$ cat config.mk
export PLATFORM = sky130hd
export DESIGN_NAME = core_sequence_ctrl
export DESIGN_NICKNAME = d
export VERILOG_FILES = /design/src/rtl/core_sequence_ctrl.sv
export SDC_FILE = /design/constraint.sdc
export NUM_CORES = 1
export LEC_CHECK = 0
export ABC_AREA = 1
export BUFFER_PORTS_ARGS = -buffer_cell sky130_fd_sc_hd__clkbuf_2
export CORE_UTILIZATION = 30
export CTS_CLUSTER_DIAMETER = 50
export CTS_CLUSTER_SIZE = 12
export DETAILED_ROUTE_END_ITERATION = 12
export GPL_TIMING_DRIVEN = 0
export PLACE_DENSITY = 0.5
export SLEW_MARGIN = 10
export SYNTH_ARGS = -nofsm -noshare
export SYNTH_HDL_FRONTEND = slang
export SYNTH_SLANG_ARGS = --single-unit
$ cat constraint.sdc
create_clock -name clk -period 7.03 [get_ports clk]
set_clock_uncertainty 0.05 [all_clocks]
set_input_delay 1.406 -clock clk [delete_from_list [all_inputs] [get_ports clk]]
set_output_delay 1.406 -clock clk [all_outputs]
set_load 0.05 [all_outputs]
$ cat src/rtl/core_sequence_ctrl.sv
// core_sequence_ctrl: runs the cores selected in a mask one at a time.
// All tiles and cores are held in reset until the program image is resident.
// Each selected core is then released in index order, and its first rising
// pass or fail edge (or a timeout) is recorded in sticky result vectors.
// State table:
//   state     | meaning
//   IDLE      | block does not interfere; all resets released
//   WAIT_LOAD | tiles and cores held in reset until program_loaded_i
//   SELECT    | pick the next masked core at or above r_idx
//   PULSE     | virtual mode: all tile resets asserted for ALL_RST_CYCLES
//   RUN       | selected core out of reset; waiting for pass/fail/timeout
//   DONE      | sequence finished; cores held in reset, results kept
module core_sequence_ctrl #(
   parameter int NUM_CORES      = 4,
   parameter int ALL_RST_CYCLES = 2,
   parameter int TIMEOUT_W      = 32
) (
   input  logic                 clk,
   input  logic                 rst_n,
   input  logic                 start_i,
   input  logic                 abort_i,
   input  logic [NUM_CORES-1:0] core_mask_i,
   input  logic                 virtual_mode_i,
   input  logic [TIMEOUT_W-1:0] timeout_i,
   input  logic                 program_loaded_i,
   input  logic [NUM_CORES-1:0] pass_i,
   input  logic [NUM_CORES-1:0] fail_i,
   output logic [NUM_CORES-1:0] tile_reset_o,
   output logic [NUM_CORES-1:0] core_reset_o,
   output logic                 busy_o,
   output logic                 done_o,
   output logic [3:0]           cur_core_o,
   output logic [NUM_CORES-1:0] res_pass_o,
   output logic [NUM_CORES-1:0] res_fail_o,
   output logic [NUM_CORES-1:0] res_tmo_o
);

   localparam logic [2:0] S_IDLE      = 3'd0;
   localparam logic [2:0] S_WAIT_LOAD = 3'd1;
   localparam logic [2:0] S_SELECT    = 3'd2;
   localparam logic [2:0] S_PULSE     = 3'd3;
   localparam logic [2:0] S_RUN       = 3'd4;
   localparam logic [2:0] S_DONE      = 3'd5;

   localparam logic [NUM_CORES-1:0] ALL_ONES = '1;

   logic [2:0]           r_state;
   logic [NUM_CORES-1:0] r_mask;
   logic                 r_vmode;
   logic [TIMEOUT_W-1:0] r_tmo;
   logic [TIMEOUT_W-1:0] r_cnt;
   // one bit wider than an index so it can step past the last core
   logic [4:0]           r_idx;
   logic                 r_prev_pass;
   logic                 r_prev_fail;
   logic                 r_done;
   logic [NUM_CORES-1:0] r_res_pass;
   logic [NUM_CORES-1:0] r_res_fail;
   logic [NUM_CORES-1:0] r_res_tmo;

   logic                 w_found;
   logic [4:0]           w_sel;
   logic                 w_sel_pass;
   logic                 w_sel_fail;
   logic                 w_cur_pass;
   logic                 w_cur_fail;
   logic [NUM_CORES-1:0] w_onehot;
   logic                 w_pass_evt;
   logic                 w_fail_evt;
   logic                 w_tmo_hit;
   logic                 w_start_ok;

   // Lowest masked core at or above r_idx, plus the status of the running core
   always_comb begin
      w_found    = 1'b0;
      w_sel      = '0;
      w_sel_pass = 1'b0;
      w_sel_fail = 1'b0;
      w_cur_pass = 1'b0;
      w_cur_fail = 1'b0;
      w_onehot   = '0;
      for (int i = NUM_CORES - 1; i >= 0; i--) begin
         if (r_mask[i] && (i >= int'(r_idx))) begin
            w_found    = 1'b1;
            w_sel      = 5'(i);
            w_sel_pass = pass_i[i];
            w_sel_fail = fail_i[i];
         end
         if (int'(r_idx) == i) begin
            w_cur_pass  = pass_i[i];
            w_cur_fail  = fail_i[i];
            w_onehot[i] = 1'b1;
         end
      end
   end

   assign w_fail_evt = w_cur_fail & ~r_prev_fail;
   assign w_pass_evt = w_cur_pass & ~r_prev_pass;
   assign w_tmo_hit  = (r_tmo != '0) && (r_cnt == r_tmo - TIMEOUT_W'(1));
   assign w_start_ok = start_i && ((r_state == S_IDLE) || (r_state == S_DONE));

   // Reset nets decoded from the state; only RUN releases a single core
   always_comb begin
      tile_reset_o = '0;
      core_reset_o = ALL_ONES;
      case (r_state)
         S_IDLE:      core_reset_o = '0;
         S_WAIT_LOAD: tile_reset_o = ALL_ONES;
         S_PULSE:     tile_reset_o = ALL_ONES;
         S_RUN:       core_reset_o = ~w_onehot;
         default:     ;
      endcase
   end

   assign busy_o     = (r_state != S_IDLE) && (r_state != S_DONE);
   assign done_o     = r_done;
   assign cur_core_o = r_idx[3:0];
   assign res_pass_o = r_res_pass;
   assign res_fail_o = r_res_fail;
   assign res_tmo_o  = r_res_tmo;

   // Sequencer state, counters and sticky results
   always_ff @(posedge clk) begin
      if (!rst_n) begin
         r_state     <= S_IDLE;
         r_mask      <= '0;
         r_vmode     <= 1'b0;
         r_tmo       <= '0;
         r_cnt       <= '0;
         r_idx       <= '0;
         r_prev_pass <= 1'b0;
         r_prev_fail <= 1'b0;
         r_done      <= 1'b0;
         r_res_pass  <= '0;
         r_res_fail  <= '0;
         r_res_tmo   <= '0;
      end else begin
         r_done <= 1'b0;
         if (abort_i) begin
            r_state <= S_IDLE;
         end else if (w_start_ok) begin
            r_mask     <= core_mask_i;
            r_vmode    <= virtual_mode_i;
            r_tmo      <= timeout_i;
            r_res_pass <= '0;
            r_res_fail <= '0;
            r_res_tmo  <= '0;
            r_state    <= S_WAIT_LOAD;
         end else begin
            case (r_state)
               S_WAIT_LOAD: begin
                  if (program_loaded_i) begin
                     r_idx   <= '0;
                     r_state <= S_SELECT;
                  end
               end
               S_SELECT: begin
                  if (!w_found) begin
                     r_done  <= 1'b1;
                     r_state <= S_DONE;
                  end else begin
                     r_idx       <= w_sel;
                     r_cnt       <= '0;
                     r_prev_pass <= w_sel_pass;
                     r_prev_fail <= w_sel_fail;
                     r_state     <= r_vmode ? S_PULSE : S_RUN;
                  end
               end
               S_PULSE: begin
                  if (r_cnt == TIMEOUT_W'(ALL_RST_CYCLES - 1)) begin
                     r_cnt   <= '0;
                     r_state <= S_RUN;
                  end else begin
                     r_cnt <= r_cnt + TIMEOUT_W'(1);
                  end
               end
               S_RUN: begin
                  r_prev_pass <= w_cur_pass;
                  r_prev_fail <= w_cur_fail;
                  if (r_cnt != '1) r_cnt <= r_cnt + TIMEOUT_W'(1);
                  if (w_fail_evt || w_pass_evt || w_tmo_hit) begin
                     if (w_fail_evt)      r_res_fail <= r_res_fail | w_onehot;
                     else if (w_pass_evt) r_res_pass <= r_res_pass | w_onehot;
                     else                 r_res_tmo  <= r_res_tmo  | w_onehot;
                     r_idx   <= r_idx + 5'd1;
                     r_state <= S_SELECT;
                  end
               end
               S_IDLE, S_DONE: ;
               default: r_state <= S_IDLE;
            endcase
         end
      end
   end

endmodule

Word level (Yosys, flattened, before mapping)

Index checks and enable logic that the tools add are counted.

Word-level logic and storage cells: 155
Output and inout port bits: 26
Register bits after elaboration: 92
Input port bits: 50

Bitwise gates (word level): 13
Reduce and logical (&&, ||, !) cells: 35
Equality and inequality tests: 23
Magnitude comparators: 4
$add $sub $neg: 3
Mux-type cells: 64

Operators with widths:

| cell                                                                   | number |
|---|---|
| 32-bit 2-to-1 mux                                                      | 3 |
| 32-bit case mux with 3 select lines                                    | 1 |
| 4-bit 2-to-1 mux                                                       | 15 |
| 32-bit by 1-bit adder with 32-bit output, second input constant        | 1 |
| 32-bit by 1-bit equality test with 1-bit output, second input constant | 1 |
| 32-bit equality test                                                   | 1 |
| 32-bit inequality test, second input constant                          | 1 |
| 32-bit nonzero test                                                    | 1 |
| 32-bit by 1-bit subtractor with 32-bit output, second input constant   | 1 |
| 5-bit 2-to-1 mux                                                       | 6 |
| 1-bit 2-to-1 mux                                                       | 28 |
| 4-bit AND reduction                                                    | 4 |
| 3-bit 2-to-1 mux                                                       | 5 |
| 3-bit case mux with 5 select lines                                     | 1 |
| 5-bit case mux with 3 select lines                                     | 1 |
| 5-bit AND reduction                                                    | 3 |
| 2-bit inequality test, second input constant                           | 6 |
| 3-bit inequality test, second input constant                           | 4 |
| 4-bit OR                                                               | 3 |
| 5-bit by 3-bit equality test with 1-bit output, second input constant  | 2 |
| 1-bit by 5-bit >= comparator with 1-bit output, first input constant   | 2 |
| 2-bit by 5-bit >= comparator with 1-bit output, first input constant   | 2 |
| 2-bit nonzero test                                                     | 5 |
| 3-bit nonzero test                                                     | 3 |
| 21 further kinds                                                       | 42 |

Longest topological paths before layout

Gate-level depths: netlist (run 1).

Depth in word-level cells: 11
Depth in mapped cells: 20
Mapped depth without buffers: 20

Least setup slack after synthesis (run 1)

Ideal clock, no wire load.

Kind: reg-to-output
Start point: register r_idx[0]
End point: output port core_reset_o[2]
Stages on the path, launching flop included: 6
Buffers on the path: 0
Arrival: 1.982 ns
Setup slack: 3.592 ns
Required time: 5.574 ns
Path through: dfxtp_1 > inv_1 > ha_1 > nand2_1 > inv_1 > o21ai_0

Word-level cells in the longest chain between the ends: 4

RTL lines:

| what                                           | RTL line | source |
|---|---|---|
| start: declaration                             | 53       | `logic [4:0] r_idx;` |
| start signal: assignment                       | 162      | `r_idx <= w_sel;` |
| start signal: assignment                       | 185      | `r_idx <= r_idx + 5'd1;` |
| 5-bit by 3-bit equality test with 1-bit output | 89       | `if (int'(r_idx) == i) begin` |
| 1-bit 2-to-1 mux                               | 89       |  |
| 4-bit inverter                                 | 110      | `S_RUN: core_reset_o = ~w_onehot;` |
| 4-bit case mux with 2 select lines             | 106      | `case (r_state)` |
| end: declaration                               | 29       | `output logic [NUM_CORES-1:0] core_reset_o,` |

Every way passes these cells.

Final worst setup path (run 1)

Ends and elaborated chain as after synthesis.

==> results of run 1 <==
-- area by class of cell --
cell class	instances	area [µm²]	area share, %
Timing Repair Buffer	74	370	5.29
Sequential cell	92	1840	26.3
Multi-Input combinational cell	700	3600	51.4
Clock inverter	5	37.5	0.536
Inverter	110	413	5.89
Buffer	33	179	2.55
Clock buffer	11	233	3.32
Tap cell	265	332	4.73
-- through the flow --
stage / cells / util [%] / setup WS, ps
2_1_floorplan: 935 / - / 3590
3_3_place_gp: 1274 / 34.4 / 3630
3_5_place_dp: 1274 / 34.4 / 3610
4_1_cts: 1290 / 35.8 / 3680
5_1_grt: 1290 / 35.8 / 3540
6_report: 1290 / 35.8 / 3680
-- worst max-delay path by stage --
stage                           from                          to  slack, ps  depth (start not counted)
6_report       r_idx[0]$_SDFFE_PN0P_             core_reset_o[2]       3680                          6
2_1_floorplan  r_idx[0]$_SDFFE_PN0P_             core_reset_o[2]       3590                          5
4_1_cts        r_idx[0]$_SDFFE_PN0P_             core_reset_o[2]       3680                          6
3_3_place_gp                 start_i  res_pass_o[2]$_SDFFE_PN0P_       3630                         10
3_5_place_dp                 start_i  res_pass_o[2]$_SDFFE_PN0P_       3610                         10
5_1_grt        r_idx[0]$_SDFFE_PN0P_             core_reset_o[2]       3540                          6
-- state kept, by name, indices dropped and copies added (netlist names) --
| name | count |
|---|---|
| r_cnt | 32 |
| r_tmo | 32 |
| r_idx | 5 |
| r_mask | 4 |
| res_fail_o | 4 |
| res_pass_o | 4 |
| res_tmo_o | 4 |
| r_state | 3 |
| done_o | 1 |
| r_prev_fail | 1 |
| r_prev_pass | 1 |
| r_vmode | 1 |
-- kinds of logic after synthesis --
| group | count (synthesis) | synth area share (%) |
|---|---|---|
| AO/OA/AOI/OAI | 164 | 15.1 |
| XOR/XNOR | 41 | 6.41 |
| adder cells (fa/ha/maj) | 7 | 1.45 |
| buffers and inverters | 143 | 9.81 |
| flip-flops | 92 | 30.5 |
| AND/OR/NAND/NOR | 488 | 36.7 |
-- synthesized netlist by cell type (all sizes together) (6+ instances only) --
| master | number |
|---|---|
| xnor2 | 7 |
| clkbuf | 18 |
| a31oi | 7 |
| ha | 7 |
| nand2 | 189 |
| dfxtp | 92 |
| o21ai | 70 |
| xor2 | 32 |
| a21oi | 66 |
| nor3 | 38 |
| buf | 15 |
| nor4 | 15 |
| o21a | 6 |
| nor2 | 163 |
| nand4 | 22 |
| inv | 107 |
| nand3 | 46 |
| or2 | 7 |
-- power by group through the flow --
stage | sequential [mW] | combinational, mW | clock, mW
3_3_place_gp | 0.572 | 0.278 | 0
2_1_floorplan | 0.570 | 0.196 | 0
5_1_grt | 0.562 | 0.316 | 0.498
3_5_place_dp | 0.571 | 0.278 | 0
6_report | 0.560 | 0.278 | 0.473
4_1_cts | 0.560 | 0.280 | 0.481
-- worst min-delay path, cell delays in order, from the launching register on --
cell and delay (ps):
dfxtp_1 310, inv_1 50, a21oi_1 50
-- per-layer routing --
metal / wire length, µm / vias to the layer above
met2: 8620 / 96
met1: 9620 / 2779
li1: - / 3227
met5: 0 / -
met4: 374 / 0
met3: 546 / 19
==> impl_metrics.yaml, run 1 <==
power_and_ir_drop:
  p_leak_nw: 2.92
  ir_worst_vdd_v: 0.0000758
  clkPwrFrac_pct: 36.1
  p_seq_share_pct: 42.7
  intPower_uw: 871
  p_per_area_nw_per_um2: 187
  p_sw_uw: 440
  p_total_mw: 1.31
  swShare_pct: 33.5
  pwr-share-comb_pct: 21.2
critical_path:
  critPathMaxStageDelay_ps: 460
  start_kind: "flop"
  critPathCaptureType: "primary output"
  crit_top_cell: "inv_1"
  crit_slowest_cell: "dfxtp_1"
  r2r_slack_ps: 4170
  arrival_ps: 1900
  critPathBufInv: 3
  required_ps: 5570
  reg2reg_depth: 13
  timing.rr.start: "r_idx[0]$_SDFFE_PN0P_"
  path_delay_family: "buffers and inverters"
  worstSetupPathType: "flop to primary output"
  crit_path_cell_trace: "inv_1, ha_1, nand2_1, inv_1, o21ai_0, clkbuf_2"
  cp_max_fo: 7
  reg2reg_to: "r_cnt[30]$_SDFFE_PN0P_"
synth:
  synth_edf_count: 0
  ys.flop_type: "dfxtp_1"
  synthCells: 935
  postSynthAreaPerCell_um2: 6.45
  ys_ff_latch: 92
  synth_nets: 992
  synth_top_area_share_pct: 30.5
  synth_top_cell_by_area: "dfxtp_1"
  yosys-top-cells-area: "dfxtp_1, nand2_1, nor2_1"
  ys_types: 45
  yosys_warnings: 0
  synth_area_um2: 6030
  async_reset_ff_share_pct: 0
  ys_seq_area_share_pct: 30.5
place:
  post-dp-hpwl_um: 15400
  postPlaceCellArea_um2: 6730
  portBuffers: 74
  gp_congestion: 0.896
min_path:
  hold_path.class: "flop to flop"
  min-delay-start: "res_tmo_o[2]$_SDFFE_PN0P_"
  hold_path_depth: 2
  hold_end: "res_tmo_o[2]$_SDFFE_PN0P_"
layout:
  design_area_um2: 7000
  nNetsFinal: 1077
  final_common_cell: "nand2_1"
  area_growth_pct: 16.1
  n_antenna_cell: 0
  fillers: 2199
  drive_gt1_share_pct: 14.6
  final_cell_mix: "nand2_1, nor2_1, inv_1"
clock_tree:
  post_cts_resize_count: 0
  clock_path_buffers: 2
  postCtsSetupBuffers: 0
  clkTransAtPathRegs_ps: 70
  cts-htree-levels: 3
  hold_buffers: 0
  clk_latency_ps: 360
  cts_sinks: 92
  cts_buffers: 9
  root_buffer: "clkbuf_16"
  cts_tree: "yes"
sta:
  timing.fmax_ghz: 0.298
  hold_viol_final: 0
  worst_pin_slew_ps: 772
  post-route-period-util_pct: 47.7
  holdWs_ps: 405
  fin_tns_setup_ps: 0
  setup_viol: 0
  slew_viol_final: 0
  grt_setup_unrepaired: "no"
  min_period_ps: 3350
  slew_headroom_pct: 48.0
global_routing:
  first_global_vias: 5729
  grt_max_degree: 16
  overflow: 0
  use_met3_pct: 2.20
  grtUsageMet1_pct: 26.3
  track_usage_pct: 19.4
  grt_pass1_wl_um: 30100
  grt_antenna_before_repair: 0
  busiest_layer: "met2"
  grt_use_met2_pct: 31.3
die:
  die_w_um: 144
  row_count: 51
  start_util_pct: 30.8
  core_um2: 19600
  die_h_um: 144
  dieArea_um2: 20700
  io_pins: 76
detailed_routing:
  initialDrtViolationCount: 377
  firstDrtPassIters: 4
  wl_per_cell_um: 14.9
  ant_nets: 0
  route.detailed.drc: 0
  finalWirelength_um: 19200
  vias: 6121
  viasPerCell: 4.74
outcome:
  outcome: "finished, final reports clean"
flow_run:
  maxCapViolations: 0
Note: power is estimated with default switching activity, not from simulation.
==> inputs of run 2 (changes only) <==
--- a/config.mk
+++ b/config.mk
@@ -5,14 +5,14 @@
 export SDC_FILE = /design/constraint.sdc
 export NUM_CORES = 1
 export LEC_CHECK = 0
-export ABC_AREA = 1
+export ABC_AREA = 0
 export BUFFER_PORTS_ARGS = -buffer_cell sky130_fd_sc_hd__clkbuf_2
 export CORE_UTILIZATION = 30
 export CTS_CLUSTER_DIAMETER = 50
 export CTS_CLUSTER_SIZE = 12
 export DETAILED_ROUTE_END_ITERATION = 12
 export GPL_TIMING_DRIVEN = 0
-export PLACE_DENSITY = 0.5
+export PLACE_DENSITY = 0.52
 export SLEW_MARGIN = 10
 export SYNTH_ARGS = -nofsm -noshare
 export SYNTH_HDL_FRONTEND = slang
==> constraint.sdc (replaced) <==
create_clock -name clk -period 2.8 [get_ports clk]
set_clock_uncertainty 0.05 [all_clocks]
set_input_delay 0.56 -clock clk [delete_from_list [all_inputs] [get_ports clk]]
set_output_delay 0.56 -clock clk [all_outputs]
set_load 0.05 [all_outputs]
==> impl_metrics.yaml, run 2 <==
outcome:
  outcome: "finished with violations"
  violations: "negative setup slack"
global_routing:
  first_global_vias: 5183
  grt_max_degree: 17
  overflow: 0
  grt_antenna_before_repair: 0
  grt_pass1_wl_um: 26800
  track_usage_pct: 17.5
synth:
  ys_seq_area_share_pct: 32.5
  synthCells: 738
  synth_edf_count: 0
  synth_top_area_share_pct: 32.5
  postSynthAreaPerCell_um2: 7.68
  yosys-top-cells-area: "dfxtp_1, nand2_1, a21boi_0"
  synth_area_um2: 5670
  ys_top_cells_by_count: "nand2_1, dfxtp_1, nor2_1"
  ys_types: 68
  async_reset_ff_share_pct: 0
  ys_ff_latch: 92
  synth.most_common_cell: "nand2_1"
  ys.flop_type: "dfxtp_1"
  synth_nets: 795
  synth_top_cell_by_area: "dfxtp_1"
  yosys_warnings: 0
clock_tree:
  clock_path_buffers: 2
  cts_tree: "yes"
  root_buffer: "clkbuf_16"
  clk_latency_ps: 360
  cts_sinks: 92
  clkTransAtPathRegs_ps: 70
  cts-htree-levels: 3
  cts_buffers: 9
  hold_buffers: 0
sta:
  grt_setup_unrepaired: "yes"
  timing.fmax_ghz: 0.277
  worst_slack_ps: -806
  fin_tns_setup_ps: -8130
  worst_pin_slew_ps: 1060
  min_period_ps: 3610
  setup_viol: 11
  slew_viol_final: 0
  holdWs_ps: 379
  hold_viol_final: 0
  slew_headroom_pct: 28.6
  post-route-period-util_pct: 129
power_and_ir_drop:
  ir_worst_vdd_v: 0.000314
  p_per_area_nw_per_um2: 475
  p_leak_nw: 2.68
layout:
  fillers: 1906
  nNetsFinal: 888
  top_regs: "r_cnt: 32 flops, r_tmo: 32 flops, r_idx: 5 flops"
  fin_util_pct: 38.0
  design_area_um2: 6920
  n_antenna_cell: 0
  final_common_cell: "nand2_1"
  area_growth_pct: 22.0
  final_cell_mix: "nand2_1, dfxtp_1, clkbuf_2"
  seq_area_um2: 1860
  multi_input_area_um2: 3710
  drive_gt1_share_pct: 20.1
min_path:
  hold_end: "r_tmo[4]$_SDFFE_PN0P_"
  hold_path_depth: 3
  min-delay-start: "timeout_i[4]"
  hold_path.class: "input port to flop"
place:
  postPlaceCellArea_um2: 6360
  post-dp-hpwl_um: 12400
  gp_congestion: 0.887
  pre_cts_ws_ps: -1250
  portBuffers: 75
die:
  die_h_um: 139
  die_w_um: 139
  dieArea_um2: 19400
  io_pins: 76
  core_um2: 18200
  start_util_pct: 31.1
  row_count: 49
critical_path:
  required_ps: 3050
  reg2reg_depth: 10
  crit_path_cell_trace: "or4_4, or4_4, or4_4, buf_6, a2111oi_4, o21ai_1, a21oi_2, nand4_4, or4b_4, o21ai_2"
  start_kind: "flop"
  worstSetupPathType: "flop to flop"
  cp_max_fo: 7
  timing.rr.start: "r_tmo[1]$_SDFFE_PN0P_"
  crit_slowest_cell: "or4b_4"
  arrival_ps: 3850
  r2r_slack_ps: -810
  crit_top_cell: "or4_4"
  critPathCaptureType: "flop"
  reg2reg_to: "res_tmo_o[2]$_SDFFE_PN0P_"
  critPathMaxStageDelay_ps: 610
detailed_routing:
  vias: 5442
  ant_nets: 0
  initialDrtViolationCount: 245
  wl_per_cell_um: 15.5
  finalWirelength_um: 16500
  viasPerCell: 5.11
  firstDrtPassIters: 4
  route.detailed.drc: 0
flow_run:
  maxCapViolations: 0
## run 2: through the flow
stage,power [mW],std cells
detailed placement,2.00,1042
floorplan,1.83,738
CTS,3.32,1064
global route,3.44,1065
global placement,2.00,1042
finish,3.28,1065
## run 2: area by class of cell
cell class / count / share of cell area, %
Multi-Input combinational cell: 584 / 53.7
Inverter: 13 / 0.705
Tap cell: 229 / 4.14
Buffer: 38 / 2.50
Clock inverter: 7 / 1.09
Timing Repair Buffer: 93 / 7.72
Sequential cell: 92 / 26.9
Clock buffer: 9 / 3.26
## run 2: worst max path at each step
stage                                     start                        end  slack (ps)
after detailed placement  r_tmo[0]$_SDFFE_PN0P_  res_tmo_o[0]$_SDFFE_PN0P_       -1250
after global placement    r_tmo[0]$_SDFFE_PN0P_  res_tmo_o[0]$_SDFFE_PN0P_       -1220
final                     r_tmo[1]$_SDFFE_PN0P_  res_tmo_o[2]$_SDFFE_PN0P_        -810
after floorplan           r_tmo[2]$_SDFFE_PN0P_  res_tmo_o[0]$_SDFFE_PN0P_        -870
after global routing      r_tmo[1]$_SDFFE_PN0P_  res_tmo_o[2]$_SDFFE_PN0P_        -900
after CTS                 r_tmo[4]$_SDFFE_PN0P_  res_tmo_o[2]$_SDFFE_PN0P_        -930
## run 2: logic make-up after synthesis
| family | after synthesis | synth area share [%] |
|---|---|---|
| flip-flops | 92 | 32.5 |
| AND/OR/NAND/NOR | 363 | 31.7 |
| XOR/XNOR | 68 | 10.5 |
| AO/OA/AOI/OAI | 140 | 17.8 |
| buffers and inverters | 62 | 4.90 |
| adder cells (fa/ha/maj) | 7 | 1.55 |
| multiplexers | 6 | 1.08 |
## run 2: routing by layer
layer  wire length [µm]  vias up  global-route usage [%]
li1                   -     2791                       -
met3                817       17                    4.34
met5                  0        -                       0
met4                221        0                    5.50
met2               7390      123                    27.4
met1               8090     2511                    23.4
## run 2: critical path: cells and delay by family, from the launching register on
family                 cells  cell delay, ps
AOI/OAI and AO/OA          4             630
buffers and inverters      1             150
DFF                        1             350
and+or+nand+nor            5            2350
## run 2: report_power, final
| group | switching (mW) | total [mW] | internal [mW] |
|---|---|---|---|
| logic | 0.372 | 0.636 | 0.265 |
| clock network | 0.568 | 1.27 | 0.699 |
| registers | 0.0443 | 1.38 | 1.34 |
## run 2: timing repair
item,4_1_cts,5_1_grt
gates resized for setup,31,22
setup endpoints to repair,79,77
buffers inserted,12,7
pin swaps,16,13
